===== config.mk =====
export PLATFORM = sky130hd
export DESIGN_NAME = periph_bus_ctrl_flat
export DESIGN_NICKNAME = d
export VERILOG_FILES = /design/src/rtl/periph_bus_if.sv /design/src/rtl/periph_bus_ctrl.sv /design/src/flat_wrapper.sv
export SDC_FILE = /design/constraint.sdc
export NUM_CORES = 1
export LEC_CHECK = 0
export CORE_AREA = 3 3 191 193
export CTS_CLUSTER_SIZE = 24
export DETAILED_ROUTE_END_ITERATION = 12
export DIE_AREA = 0 0 194 196
export DONT_BUFFER_PORTS = 1
export PLACE_DENSITY_LB_ADDON = 0.1
export SLEW_MARGIN = 20
export SYNTH_ARGS = -nofsm -noshare
export SYNTH_HDL_FRONTEND = slang
export SYNTH_SLANG_ARGS = --single-unit

===== constraint.sdc =====
create_clock -name clk -period 1.9 [get_ports clk]
set_input_delay 0.095 -clock clk [delete_from_list [all_inputs] [get_ports clk]]
set_output_delay 0.095 -clock clk [all_outputs]
set_load 0.05 [all_outputs]

===== src/rtl/periph_bus_if.sv =====
// CPU memory port, slave port fan-out and error status bundled for periph_bus_ctrl.
// master: CPU plus slave environment; slave: the bus controller.
interface periph_bus_if #(
   parameter int NUM_SLAVES = 8
);
   logic [31:0]              mem_addr;
   logic [31:0]              mem_wdata;
   logic [3:0]               mem_wmask;
   logic                     mem_rstrb;
   logic [31:0]              mem_rdata;
   logic                     mem_rbusy;
   logic                     mem_wbusy;

   logic [NUM_SLAVES-1:0]    slv_cs;
   logic [31:0]              slv_addr;
   logic [31:0]              slv_wdata;
   logic [3:0]               slv_wmask;
   logic                     slv_rd;
   logic                     slv_wr;
   logic [32*NUM_SLAVES-1:0] slv_rdata;
   logic [NUM_SLAVES-1:0]    slv_ready;

   logic                     err_pulse;
   logic [31:0]              err_addr;
   logic [7:0]               err_count;

   modport master (
      output mem_addr, mem_wdata, mem_wmask, mem_rstrb, slv_rdata, slv_ready,
      input  mem_rdata, mem_rbusy, mem_wbusy, slv_cs, slv_addr, slv_wdata,
             slv_wmask, slv_rd, slv_wr, err_pulse, err_addr, err_count
   );

   modport slave (
      input  mem_addr, mem_wdata, mem_wmask, mem_rstrb, slv_rdata, slv_ready,
      output mem_rdata, mem_rbusy, mem_wbusy, slv_cs, slv_addr, slv_wdata,
             slv_wmask, slv_rd, slv_wr, err_pulse, err_addr, err_count
   );
endinterface


===== src/rtl/periph_bus_ctrl.sv =====
// Page-decoded peripheral bus controller with wait states and error reporting.
// Optional wait-state timeout enabled by defining PERIPH_BUS_TIMEOUT_EN.
module periph_bus_ctrl #(
   parameter int          NUM_SLAVES     = 8,
   parameter logic [15:0] PAGE_BASE      = 16'h0040,
   parameter int          TIMEOUT_CYCLES = 255,
   parameter logic [31:0] ERR_DATA       = 32'hDEADBEEF
) (
   input logic         clk,
   input logic         reset,
   periph_bus_if.slave bus
);
   if (NUM_SLAVES < 2 || NUM_SLAVES > 16) begin : g_bad_slaves
      $error("NUM_SLAVES out of range 2..16");
   end
   if (TIMEOUT_CYCLES < 1 || TIMEOUT_CYCLES > 65535) begin : g_bad_timeout
      $error("TIMEOUT_CYCLES out of range 1..65535");
   end

   typedef enum logic {IDLE, WAIT} state_t;
   state_t state_q, state_d;

   logic [31:0]           addr_q, wdata_q, rdata_q, err_addr_q;
   logic [3:0]            wmask_q;
   logic [NUM_SLAVES-1:0] sel_q, sel_dec;
   logic                  is_write_q, err_pulse_q;
   logic [7:0]            err_count_q;

   logic                  start, done, err, ready_sel, unmapped, timeout;
   logic [31:0]           rdata_mux;
   logic [15:0]           page;

   // Page 0 wins over the PAGE_BASE window so the select stays one-hot.
   always_comb begin
      sel_dec = '0;
      page    = bus.mem_addr[31:16];
      if (page == 16'h0000) begin
         sel_dec[0] = 1'b1;
      end else begin
         for (int i = 1; i < NUM_SLAVES; i++) begin
            if (page == PAGE_BASE + 16'(i - 1)) sel_dec[i] = 1'b1;
         end
      end
   end

   always_comb begin
      rdata_mux = '0;
      for (int i = 0; i < NUM_SLAVES; i++) begin
         if (sel_q[i]) rdata_mux = bus.slv_rdata[32*i +: 32];
      end
   end

   assign ready_sel = |(bus.slv_ready & sel_q);
   assign unmapped  = ~|sel_q;

`ifdef PERIPH_BUS_TIMEOUT_EN
   logic [15:0] wait_cnt_q;

   always_ff @(posedge clk) begin
      if (reset || state_q == IDLE) wait_cnt_q <= '0;
      else                          wait_cnt_q <= wait_cnt_q + 16'd1;
   end

   // Fires in the TIMEOUT_CYCLES-th WAIT cycle, giving exactly that many busy cycles.
   assign timeout = ({1'b0, wait_cnt_q} + 17'd1) == 17'(TIMEOUT_CYCLES);
`else
   assign timeout = 1'b0;
`endif

   // NOTE: every output of this block is defaulted first so no latch is inferred.
   always_comb begin
      state_d       = state_q;
      start         = 1'b0;
      done          = 1'b0;
      err           = 1'b0;
      bus.slv_cs    = '0;
      bus.slv_addr  = '0;
      bus.slv_wdata = '0;
      bus.slv_wmask = '0;
      bus.slv_rd    = 1'b0;
      bus.slv_wr    = 1'b0;
      bus.mem_rbusy = 1'b0;
      bus.mem_wbusy = 1'b0;
      case (state_q)
         IDLE: begin
            if (bus.mem_rstrb || (|bus.mem_wmask)) begin
               start   = 1'b1;
               state_d = WAIT;
            end
         end
         WAIT: begin
            bus.slv_cs    = sel_q;
            bus.slv_addr  = addr_q;
            bus.slv_wdata = wdata_q;
            bus.slv_wmask = wmask_q;
            bus.slv_rd    = ~is_write_q;
            bus.slv_wr    = is_write_q;
            bus.mem_rbusy = ~is_write_q;
            bus.mem_wbusy = is_write_q;
            if (unmapped) begin
               err  = 1'b1;
               done = 1'b1;
            end else if (ready_sel) begin
               done = 1'b1;
            end else if (timeout) begin
               err  = 1'b1;
               done = 1'b1;
            end
            if (done) state_d = IDLE;
         end
         default: state_d = IDLE;
      endcase
   end

   // NOTE: sequential state uses non-blocking assignments only.
   always_ff @(posedge clk) begin
      if (reset) begin
         state_q     <= IDLE;
         addr_q      <= '0;
         wdata_q     <= '0;
         wmask_q     <= '0;
         sel_q       <= '0;
         is_write_q  <= 1'b0;
         rdata_q     <= '0;
         err_pulse_q <= 1'b0;
         err_addr_q  <= '0;
         err_count_q <= '0;
      end else begin
         state_q     <= state_d;
         err_pulse_q <= err;
         if (start) begin
            addr_q     <= bus.mem_addr;
            wdata_q    <= bus.mem_wdata;
            wmask_q    <= bus.mem_wmask;
            sel_q      <= sel_dec;
            is_write_q <= |bus.mem_wmask;
         end
         if (done && !is_write_q) rdata_q <= err ? ERR_DATA : rdata_mux;
         if (err) begin
            err_addr_q <= addr_q;
            if (err_count_q != 8'hFF) err_count_q <= err_count_q + 8'd1;
         end
      end
   end

   assign bus.mem_rdata = rdata_q;
   assign bus.err_pulse = err_pulse_q;
   assign bus.err_addr  = err_addr_q;
   assign bus.err_count = err_count_q;
endmodule


===== src/flat_wrapper.sv =====
// flat-port wrapper written by rule: the top's interface ports become plain ports
module periph_bus_ctrl_flat 
#(
   parameter int          NUM_SLAVES     = 8,
   parameter logic [15:0] PAGE_BASE      = 16'h0040,
   parameter int          TIMEOUT_CYCLES = 255,
   parameter logic [31:0] ERR_DATA       = 32'hDEADBEEF
)
  (clk, reset, bus_mem_addr, bus_mem_wdata, bus_mem_wmask, bus_mem_rstrb, bus_slv_rdata, bus_slv_ready, bus_mem_rdata, bus_mem_rbusy, bus_mem_wbusy, bus_slv_cs, bus_slv_addr, bus_slv_wdata, bus_slv_wmask, bus_slv_rd, bus_slv_wr, bus_err_pulse, bus_err_addr, bus_err_count);
  periph_bus_if #(.NUM_SLAVES(NUM_SLAVES)) bus_i ();
  input logic clk;
  input logic reset;
  input wire logic [$bits(bus_i.mem_addr)-1:0] bus_mem_addr;
  input wire logic [$bits(bus_i.mem_wdata)-1:0] bus_mem_wdata;
  input wire logic [$bits(bus_i.mem_wmask)-1:0] bus_mem_wmask;
  input wire logic [$bits(bus_i.mem_rstrb)-1:0] bus_mem_rstrb;
  input wire logic [$bits(bus_i.slv_rdata)-1:0] bus_slv_rdata;
  input wire logic [$bits(bus_i.slv_ready)-1:0] bus_slv_ready;
  output wire logic [$bits(bus_i.mem_rdata)-1:0] bus_mem_rdata;
  output wire logic [$bits(bus_i.mem_rbusy)-1:0] bus_mem_rbusy;
  output wire logic [$bits(bus_i.mem_wbusy)-1:0] bus_mem_wbusy;
  output wire logic [$bits(bus_i.slv_cs)-1:0] bus_slv_cs;
  output wire logic [$bits(bus_i.slv_addr)-1:0] bus_slv_addr;
  output wire logic [$bits(bus_i.slv_wdata)-1:0] bus_slv_wdata;
  output wire logic [$bits(bus_i.slv_wmask)-1:0] bus_slv_wmask;
  output wire logic [$bits(bus_i.slv_rd)-1:0] bus_slv_rd;
  output wire logic [$bits(bus_i.slv_wr)-1:0] bus_slv_wr;
  output wire logic [$bits(bus_i.err_pulse)-1:0] bus_err_pulse;
  output wire logic [$bits(bus_i.err_addr)-1:0] bus_err_addr;
  output wire logic [$bits(bus_i.err_count)-1:0] bus_err_count;
  assign bus_i.mem_addr = bus_mem_addr;
  assign bus_i.mem_wdata = bus_mem_wdata;
  assign bus_i.mem_wmask = bus_mem_wmask;
  assign bus_i.mem_rstrb = bus_mem_rstrb;
  assign bus_i.slv_rdata = bus_slv_rdata;
  assign bus_i.slv_ready = bus_slv_ready;
  assign bus_mem_rdata = bus_i.mem_rdata;
  assign bus_mem_rbusy = bus_i.mem_rbusy;
  assign bus_mem_wbusy = bus_i.mem_wbusy;
  assign bus_slv_cs = bus_i.slv_cs;
  assign bus_slv_addr = bus_i.slv_addr;
  assign bus_slv_wdata = bus_i.slv_wdata;
  assign bus_slv_wmask = bus_i.slv_wmask;
  assign bus_slv_rd = bus_i.slv_rd;
  assign bus_slv_wr = bus_i.slv_wr;
  assign bus_err_pulse = bus_i.err_pulse;
  assign bus_err_addr = bus_i.err_addr;
  assign bus_err_count = bus_i.err_count;
  periph_bus_ctrl #(.NUM_SLAVES(NUM_SLAVES), .PAGE_BASE(PAGE_BASE), .TIMEOUT_CYCLES(TIMEOUT_CYCLES), .ERR_DATA(ERR_DATA)) u_core (.clk(clk), .reset(reset), .bus(bus_i));
endmodule

==> flow_summary.ini, run 1 <==
[power]
powerDensity_nw_per_um2 = 764.4
combPwrFrac_pct = 16.5
pwr-share-seq_pct = 42.5
switching_share_pct = 29.94
total_power_uw = 8237
pwr-share-clk_pct = 41.0
intPower_uw = 5770
ir_drop_mv = 0.5550
power_switching_uw = 2466
p_leak_uw = 0.004158

[worst_setup_path]
path_delay_family = simple AND/OR/NAND/NOR gates
worstSetupPathDepth = 2
cp_max_fo = 24
critPathRequiredTime_ns = 1.80
crit_path_end = bus_slv_cs[3]
r2r-start = u_core.state_q
path_buf_inv = 1
reg2reg_depth = 7
start_kind = flop
crit_arrival_ns = 1.72
worstSetupStartpoint = u_core.sel_q[3]
crit_type = reg2out
worst_setup_path_end_kind = output pin
slowest_delay_ns = 0.50
reg2reg_slack_ns = 0.09
r2r_end = u_core.wdata_q[30]
slowest_stage = and2_1
path_cells = buf_4 > and2_1

[sta]
slew-limit-headroom_pct = 58.39
worstMarginPinSlew_ns = 0.6219
hold_ws_ns = -0.2383
slew_violations = 0
hold_viol = 111
fmax_mhz = 549.7
min_period_ns = 1.819
fin_ws_ns = 0.08080
fin_crit_sh_pct = 95.75
setup_tns_ns = 0
clock_skew_ns = 0.01042
setup_viol = 0

[routing]
drc_errors = 0
detail-route-antenna-nets = 0
viasPerCell = 5.067
first_pass_iters = 5
drt_iter0_drc = 446
routed_wl_um = 38540
route.detailed.wl_per_inst_um = 23.87
num_vias = 8184

[global_routing]
grt_overflow = 0
met1_usage_pct = 22.85
grt-busiest-layer = met2
grt_pass1_vias = 8149
grt_use_met3_pct = 5.959
grt_usage_pct = 19.23
antenna_found_initial = 9
grt_pass1_wl_um = 55410
met2_usage_pct = 32.46
grt_max_degree = 124

[floorplan]
die_h_um = 196
core_area_um2 = 34710
ioPinCount = 488
start_util_pct = 22.39
fp.dieW_um = 194
num_rows = 68
dieArea_um2 = 38020

[outcome]
outcome = complete, but fails checks
violations = hold timing

[clock_tree]
clock_latency_ns = 0.43
cts.clk_slew.worst_paths_ns = 0.06
clockBufferDepth = 2
cts_root_buf = clkbuf_16
cts_tree = built
cts_buffers = 17
cts_sinks = 151
h-tree-depth = 4

[yosys]
async_reset_ff_share_pct = 0
synth_fp_nets = 1304
synth-edff-count = 0
synth_area_um2 = 7771
synthesis.instances = 968
synth_flop_cell = dfxtp_1
synth.distinct_cells = 50
yosysWarnings = 0
ys_seq_elements = 151
syn_area_per_cell_um2 = 8.028
yosysSeqAreaShare_pct = 38.90

[placed_design]
portBuffers = 0
place_area_um2 = 9271
dpl_worst_slack_ns = 0.1082
gp_congestion = 0.9103
hpwl_um = 28860

[run]
max-cap-violations = 0

[final_layout]
stdcell_area_um2 = 10780
multi_input_area_um2 = 4274
regArea_um2 = 3029
final_common_cell = nand2_1
areaGrowthSynthToFinish_pct = 38.66
nets = 1475
layout-drive-gt1-share_pct = 18.51
final_cell_mix = nand2_1, dfxtp_1, buf_4
fill_cells = 3792

[min_path]
hp-start = reset
hold_path.class = in2reg
==> how the worst min path moves through the flow <==
stage	to	depth (start not counted)
after CTS	u_core.bus.mem_rdata[30]	1
after global placement	u_core.bus.mem_rdata[30]	1
after floorplan	u_core.sel_q[1]	1
final	u_core.bus.mem_rdata[30]	1
after detailed placement	u_core.bus.mem_rdata[30]	1
after global routing	u_core.bus.mem_rdata[30]	1
==> through the flow <==
stage               utilization [%]  hold WS, ns  cells
finish                        31.04      -0.2383   1615
global route                  31.04      -0.2845   1615
CTS                           29.83      -0.2899   1569
detailed placement            26.71       0.1870   1486
global placement              26.71       0.1872   1486
floorplan                         -       0.1986    968
==> kinds of logic after synthesis <==
logic type	share of synthesized area (%)
XOR/XNOR	0.5635
AO/OA/AOI/OAI	30.08
adder cells (fa/ha/maj)	0.1610
AND/OR/NAND/NOR	23.02
multiplexers	0.5152
flip-flops	38.90
buffers and inverters	6.762
==> repair_timing <==
item                       CTS  global route
hold buffers                52            37
buffers inserted             0             0
resized for setup            0             6
setup endpoints to repair    0            11
hold endpoints to repair   128           119
==> layer usage <==
layer / wire length, um / up-vias
met2: 18990 / 360
li1: - / 3870
met1: 15470 / 3905
met5: 0 / -
met3: 2921 / 49
met4: 1165 / 0
==> flip-flops by register name, summed over array words and instances, names as in the netlist <==
register	cells
u_core.addr_q	32
u_core.bus.err_addr	32
u_core.bus.mem_rdata	32
u_core.wdata_q	32
u_core.bus.err_count	8
u_core.sel_q	8
u_core.wmask_q	4
u_core.bus.err_pulse	1
u_core.is_write_q	1
u_core.state_q	1
==> final cells by class <==
type / count / area share, %
repair buffers: 247 / 20.82
clock inverters: 11 / 1.161
well taps: 455 / 5.283
diodes: 9 / 0.2090
clock buffers: 20 / 4.052
multi-input cells: 702 / 39.67
inverters: 20 / 0.6967
flip-flops and latches: 151 / 28.11
==> power by group through the flow <==
stage	clock (uW)	sequential (uW)	combinational, uW
3_3_place_gp	0	3570	1210
4_1_cts	3510	3510	1310
6_report	3380	3500	1360
5_1_grt	3630	3520	1450
3_5_place_dp	0	3580	1210
2_1_floorplan	0	3740	675
==> synthesized netlist by cell type, types with 16 or more instances <==
master     count  area (um^2)
nand2_1      202        758.2
dfxtp_1      151         3023
a21oi_1      110        550.5
and2_1        77        481.7
clkbuf_1      58        217.7
a221o_1       32        320.3
a22oi_1       29        217.7
nand2b_1      26        162.7
a31oi_1       24        150.1
nor2_1        23        86.33
o2111ai_1     23        201.4
o22ai_1       23        143.9
buf_2         21        105.1
inv_1         19        71.32
o221a_1       17        191.4
a221oi_1      16        140.1
(Power assumes the default switching activity.)
==> inputs of run 2 (changes only) <==
--- a/config.mk
+++ b/config.mk
@@ -11,6 +11,7 @@
 export DIE_AREA = 0 0 194 196
 export DONT_BUFFER_PORTS = 1
 export PLACE_DENSITY_LB_ADDON = 0.1
+export REMOVE_ABC_BUFFERS = 1
 export SLEW_MARGIN = 20
 export SYNTH_ARGS = -nofsm -noshare
 export SYNTH_HDL_FRONTEND = slang
==> flow_summary.ini, run 2 (synthesis gave the netlist of run 1 again) <==
[outcome]
outcome = complete, but fails checks
violations = hold timing

[floorplan]
core_area_um2 = 34710
num_rows = 68
die_h_um = 196
fp.dieW_um = 194
dieArea_um2 = 38020
ioPinCount = 488
start_util_pct = 22.39

[power]
combPwrFrac_pct = 14.9
powerDensity_nw_per_um2 = 812.2
p_leak_uw = 0.003998
ir_drop_mv = 0.5716
switching_share_pct = 31.89
pwr-share-seq_pct = 41.9
intPower_uw = 5722
power_switching_uw = 2679
pwr-share-clk_pct = 43.2

[placed_design]
gp_congestion = 0.8963
hpwl_um = 29880
place_inst = 1488
place_area_um2 = 9249
portBuffers = 0

[routing]
route.detailed.wl_per_inst_um = 25.22
detail-route-antenna-nets = 0
routed_wl_um = 39640
drc_errors = 0
drt_iter0_drc = 452
num_vias = 7983
first_pass_iters = 5
viasPerCell = 5.078

[worst_setup_path]
cp_max_fo = 11
r2r-start = u_core.sel_q[0]
critPathRequiredTime_ns = 2.26
reg2reg_depth = 6
r2r_end = u_core.bus.mem_rdata[3]
worst_setup_path_end_kind = flop
crit_path_end = u_core.bus.mem_rdata[3]
worstSetupStartpoint = u_core.sel_q[0]
start_kind = flop
crit_arrival_ns = 2.26
crit_type = reg2reg
reg2reg_slack_ns = 0.006

[final_layout]
final_cells = 1572
areaGrowthSynthToFinish_pct = 33.10
stdcell_area_um2 = 10340
fill_cells = 3760
final_cell_mix = nand2_1, buf_4, dfxtp_1
nets = 1425
layout-drive-gt1-share_pct = 20.69
final_common_cell = nand2_1

[min_path]
hp-start = reset
hold_path.class = in2reg

[clock_tree]
h-tree-depth = 4
clock_latency_ns = 0.43
cts_buffers = 17
clockBufferDepth = 2
cts.clk_slew.worst_paths_ns = 0.07
cts_tree = built
cts_sinks = 151
cts_root_buf = clkbuf_16

[sta]
hold_viol = 107
rsz0062_at_grt = yes
worstMarginPinSlew_ns = 0.6143
slew_violations = 0
clock_skew_ns = 0.01858
setup_viol = 0
hold_ws_ns = -0.2740
min_period_ns = 1.894
fmax_mhz = 528.0
fin_crit_sh_pct = 99.67
slew-limit-headroom_pct = 58.90

[global_routing]
met2_usage_pct = 33.06
grt_overflow = 0
met1_usage_pct = 21.98
antenna_found_initial = 17
grt-busiest-layer = met2
grt_pass1_vias = 8031
grt_usage_pct = 19.49
grt_pass1_wl_um = 55870
grt_use_met3_pct = 7.367
grt_max_degree = 124

[run]
max-cap-violations = 0
run 2: cell count changes in the layout (fill, tap and decap cells not counted), moves of 3 or more:
cell,delta
buf_12,-3
inv_8,+3
clkinv_2,-3
dlygate4sd3_1,-58
diode_2,+6
clkbuf_1,-3
buf_4,+6
run 2: how the worst min path moves through the flow:
stage / end / depth (start not counted) / slack, ns
floorplan: u_core.bus.mem_rdata[30] / 1 / 0.16
global placement: u_core.wdata_q[16] / 1 / 0.18
detailed placement: u_core.addr_q[0] / 1 / 0.18
CTS: u_core.addr_q[0] / 1 / -0.29
global route: u_core.addr_q[0] / 1 / -0.31
finish: u_core.addr_q[0] / 1 / -0.27
run 2: what timing repair did:
action	CTS	global route
endpoints found under the hold margin	127	109
gates resized for setup	1	13
setup endpoints to repair	1	49
pin swaps	0	2
buffers inserted	0	4
gates cloned	0	2
hold buffers	29	2
run 2: metal layers:
metal  up-vias  share of wire, %
li1       3773                 -
met1      3795                39
met2       355                48
met3        56               8.7
met4         4               3.7
met5         -             0.068
run 2: critical path: stages, from the launching register on:
cell and delay [ns]:
dfxtp_1 0.45, nor2b_4 0.24, buf_4 0.22, a221o_1 0.22, o2111ai_1 0.19, a31oi_1 0.29
o221a_1 0.22
run 2: per-stage QoR:
stage               power [uW]  TNS, ns  setup WS (ns)  util [%]
finish                    8401        0       0.006191     29.80
global route              8754  -0.2700       -0.03832     29.78
CTS                       8503        0       0.004009     29.25
detailed placement        4765        0        0.01356     26.64
global placement          4764        0        0.02201     26.64
floorplan                 4335  -222.80         -2.385         -
run 2: cell type report:
| class | instances | area (um^2) | area share, % |
|---|---|---|---|
| Antenna cell | 15 | 37.54 | 0.3629 |
| Clock buffer | 19 | 452.9 | 4.379 |
| Clock inverter | 13 | 156.4 | 1.512 |
| Inverter | 20 | 75.07 | 0.7258 |
| Multi-Input combinational cell | 702 | 4285 | 41.43 |
| Sequential cell | 151 | 3032 | 29.31 |
| Tap cell | 455 | 569.3 | 5.504 |
| Timing Repair Buffer | 197 | 1735 | 16.78 |
run 2: power groups by stage:
stage	Sequential (uW)	Combinational [uW]	Clock (uW)
2_1_floorplan	3760	578	0
3_3_place_gp	3600	1170	0
3_5_place_dp	3600	1170	0
4_1_cts	3520	1220	3760
5_1_grt	3540	1340	3870
6_report	3520	1250	3630
==> inputs of run 3 (changes only) <==
==> constraint.sdc (replaced) <==
create_clock -name clk -period 1.6 [get_ports clk]
set_input_delay 0.08 -clock clk [delete_from_list [all_inputs] [get_ports clk]]
set_output_delay 0.08 -clock clk [all_outputs]
set_load 0.05 [all_outputs]
==> flow_summary.ini, run 3 (synthesis gave the netlist of run 1 again) <==
[outcome]
outcome = complete, but fails checks
violations = hold timing, setup timing

[sta]
min_period_ns = 1.707
clock_skew_ns = 0.01104
fin_ws_ns = -0.1070
hold_viol = 116
worstMarginPinSlew_ns = 0.4814
fin_crit_sh_pct = 106.7
setup_viol = 49
setup_tns_ns = -2.043
hold_ws_ns = -0.2805
slew_violations = 0
rsz0062_at_grt = yes
fmax_mhz = 585.8
slew-limit-headroom_pct = 67.86

[final_layout]
final_common_cell = nand2_1
fin_util_pct = 33.52
final_cells = 1622
areaGrowthSynthToFinish_pct = 49.73
nets = 1486
layout-drive-gt1-share_pct = 31.38
final_cell_mix = nand2_1, buf_4, dfxtp_1
stdcell_area_um2 = 11640

[worst_setup_path]
cp_max_fo = 33
start_kind = flop
crit_type = reg2reg
crit_arrival_ns = 2.01
critPathRequiredTime_ns = 1.90
worst_setup_path_end_kind = flop

[routing]
num_vias = 8331
drc_errors = 0
drt_iter0_drc = 425
routed_wl_um = 40480
viasPerCell = 5.136
first_pass_iters = 5
detail-route-antenna-nets = 0
route.detailed.wl_per_inst_um = 24.96

[floorplan]
dieArea_um2 = 38020
core_area_um2 = 34710
die_h_um = 196
num_rows = 68
start_util_pct = 22.39
ioPinCount = 488
fp.dieW_um = 194

[placed_design]
place_area_um2 = 9972
hpwl_um = 30030
place_inst = 1541
gp_congestion = 0.8909
portBuffers = 0

[power]
pwr-share-clk_pct = 39.7
ir_drop_mv = 0.6570
pwr-share-seq_pct = 41.8
intPower_uw = 6678
switching_share_pct = 32.02
powerDensity_nw_per_um2 = 844.2
p_leak_uw = 0.004595
combPwrFrac_pct = 18.5
power_switching_uw = 3145

[run]
max-cap-violations = 0

[clock_tree]
cts_tree = built
cts_root_buf = clkbuf_16
cts.clk_slew.worst_paths_ns = 0.07
cts_buffers = 17
clock_latency_ns = 0.42
clockBufferDepth = 2
h-tree-depth = 4
cts_sinks = 151

[global_routing]
antenna_found_initial = 5
grt_pass1_vias = 8486
grt_overflow = 0
grt_pass1_wl_um = 57440
grt_max_degree = 124
grt_usage_pct = 19.72

[min_path]
hold_path.class = in2reg
run 3: cell types whose count changed in the layout (fill, tap and decap cells not counted), moves of 6 or more:
cell and change:
buf_12 +32, nand2_1 -22, a21oi_1 -21, a21oi_2 +21, buf_4 +17, nand2_4 +17, buf_6 +14, diode_2 -11
a221oi_1 -7, dfxtp_4 +6
run 3: stage by stage:
step                      worst slack, ns  total power, uW
after floorplan                    -2.685             5148
after CTS                        -0.09454             9890
after detailed placement          -0.1371             5803
after global placement            -0.1658             5794
final                             -0.1070             9824
after global routing              -0.1492            10250
run 3: critical path, cell delays in order (launching register included):
cell and delay, ns:
dfxtp_4 0.38, buf_4 0.15, buf_12 0.16, a221o_1 0.35, o2111ai_1 0.12, a31oi_1 0.15
o221a_1 0.25
run 3: final cells by class:
cell class / count / area (um^2)
Timing Repair Buffer: 258 / 2686
Clock inverter: 13 / 116.4
Sequential cell: 151 / 3049
Fill cell: 3719 / 23080
Inverter: 20 / 77.57
Antenna cell: 4 / 10.01
Multi-Input combinational cell: 702 / 4695
Tap cell: 455 / 569.3
Clock buffer: 19 / 432.9
run 3: per-layer routing:
metal	GRT usage [%]	vias up	part of all wire, %
met5	0	-	0.032
met4	6.862	2	3.5
met3	6.577	62	7.9
met2	34.42	390	50
met1	22.63	3995	39
li1	-	3882	-
run 3: power by group through the flow:
stage	clock network, uW	logic [uW]	registers, uW
finish	3900	1820	4100
global route	4190	1930	4130
detailed placement	0	1620	4180
CTS	4060	1740	4090
global placement	0	1620	4170
floorplan	0	687	4460
run 3: final timing paths:
path / startpoint / to / slack (ns) / cells past startpoint
worst max-delay path: u_core.sel_q[1] / u_core.bus.mem_rdata[28] / -0.11 / 6
worst min-delay path: reset / u_core.wdata_q[16] / -0.28 / 1
worst max register to register: u_core.sel_q[1] / u_core.bus.mem_rdata[28] / -0.11 / 6
worst min register to register: u_core.wdata_q[27] / u_core.wdata_q[27] / 0.44 / 2
run 3: what timing repair did:
action / CTS / global route
setup endpoints to repair: 77 / 106
setup buffers: 6 / 8
resized for setup: 41 / 105
hold endpoints to repair: 128 / 122
hold buffers: 25 / 1
cloned: 1 / 6
pin swaps: 13 / 57
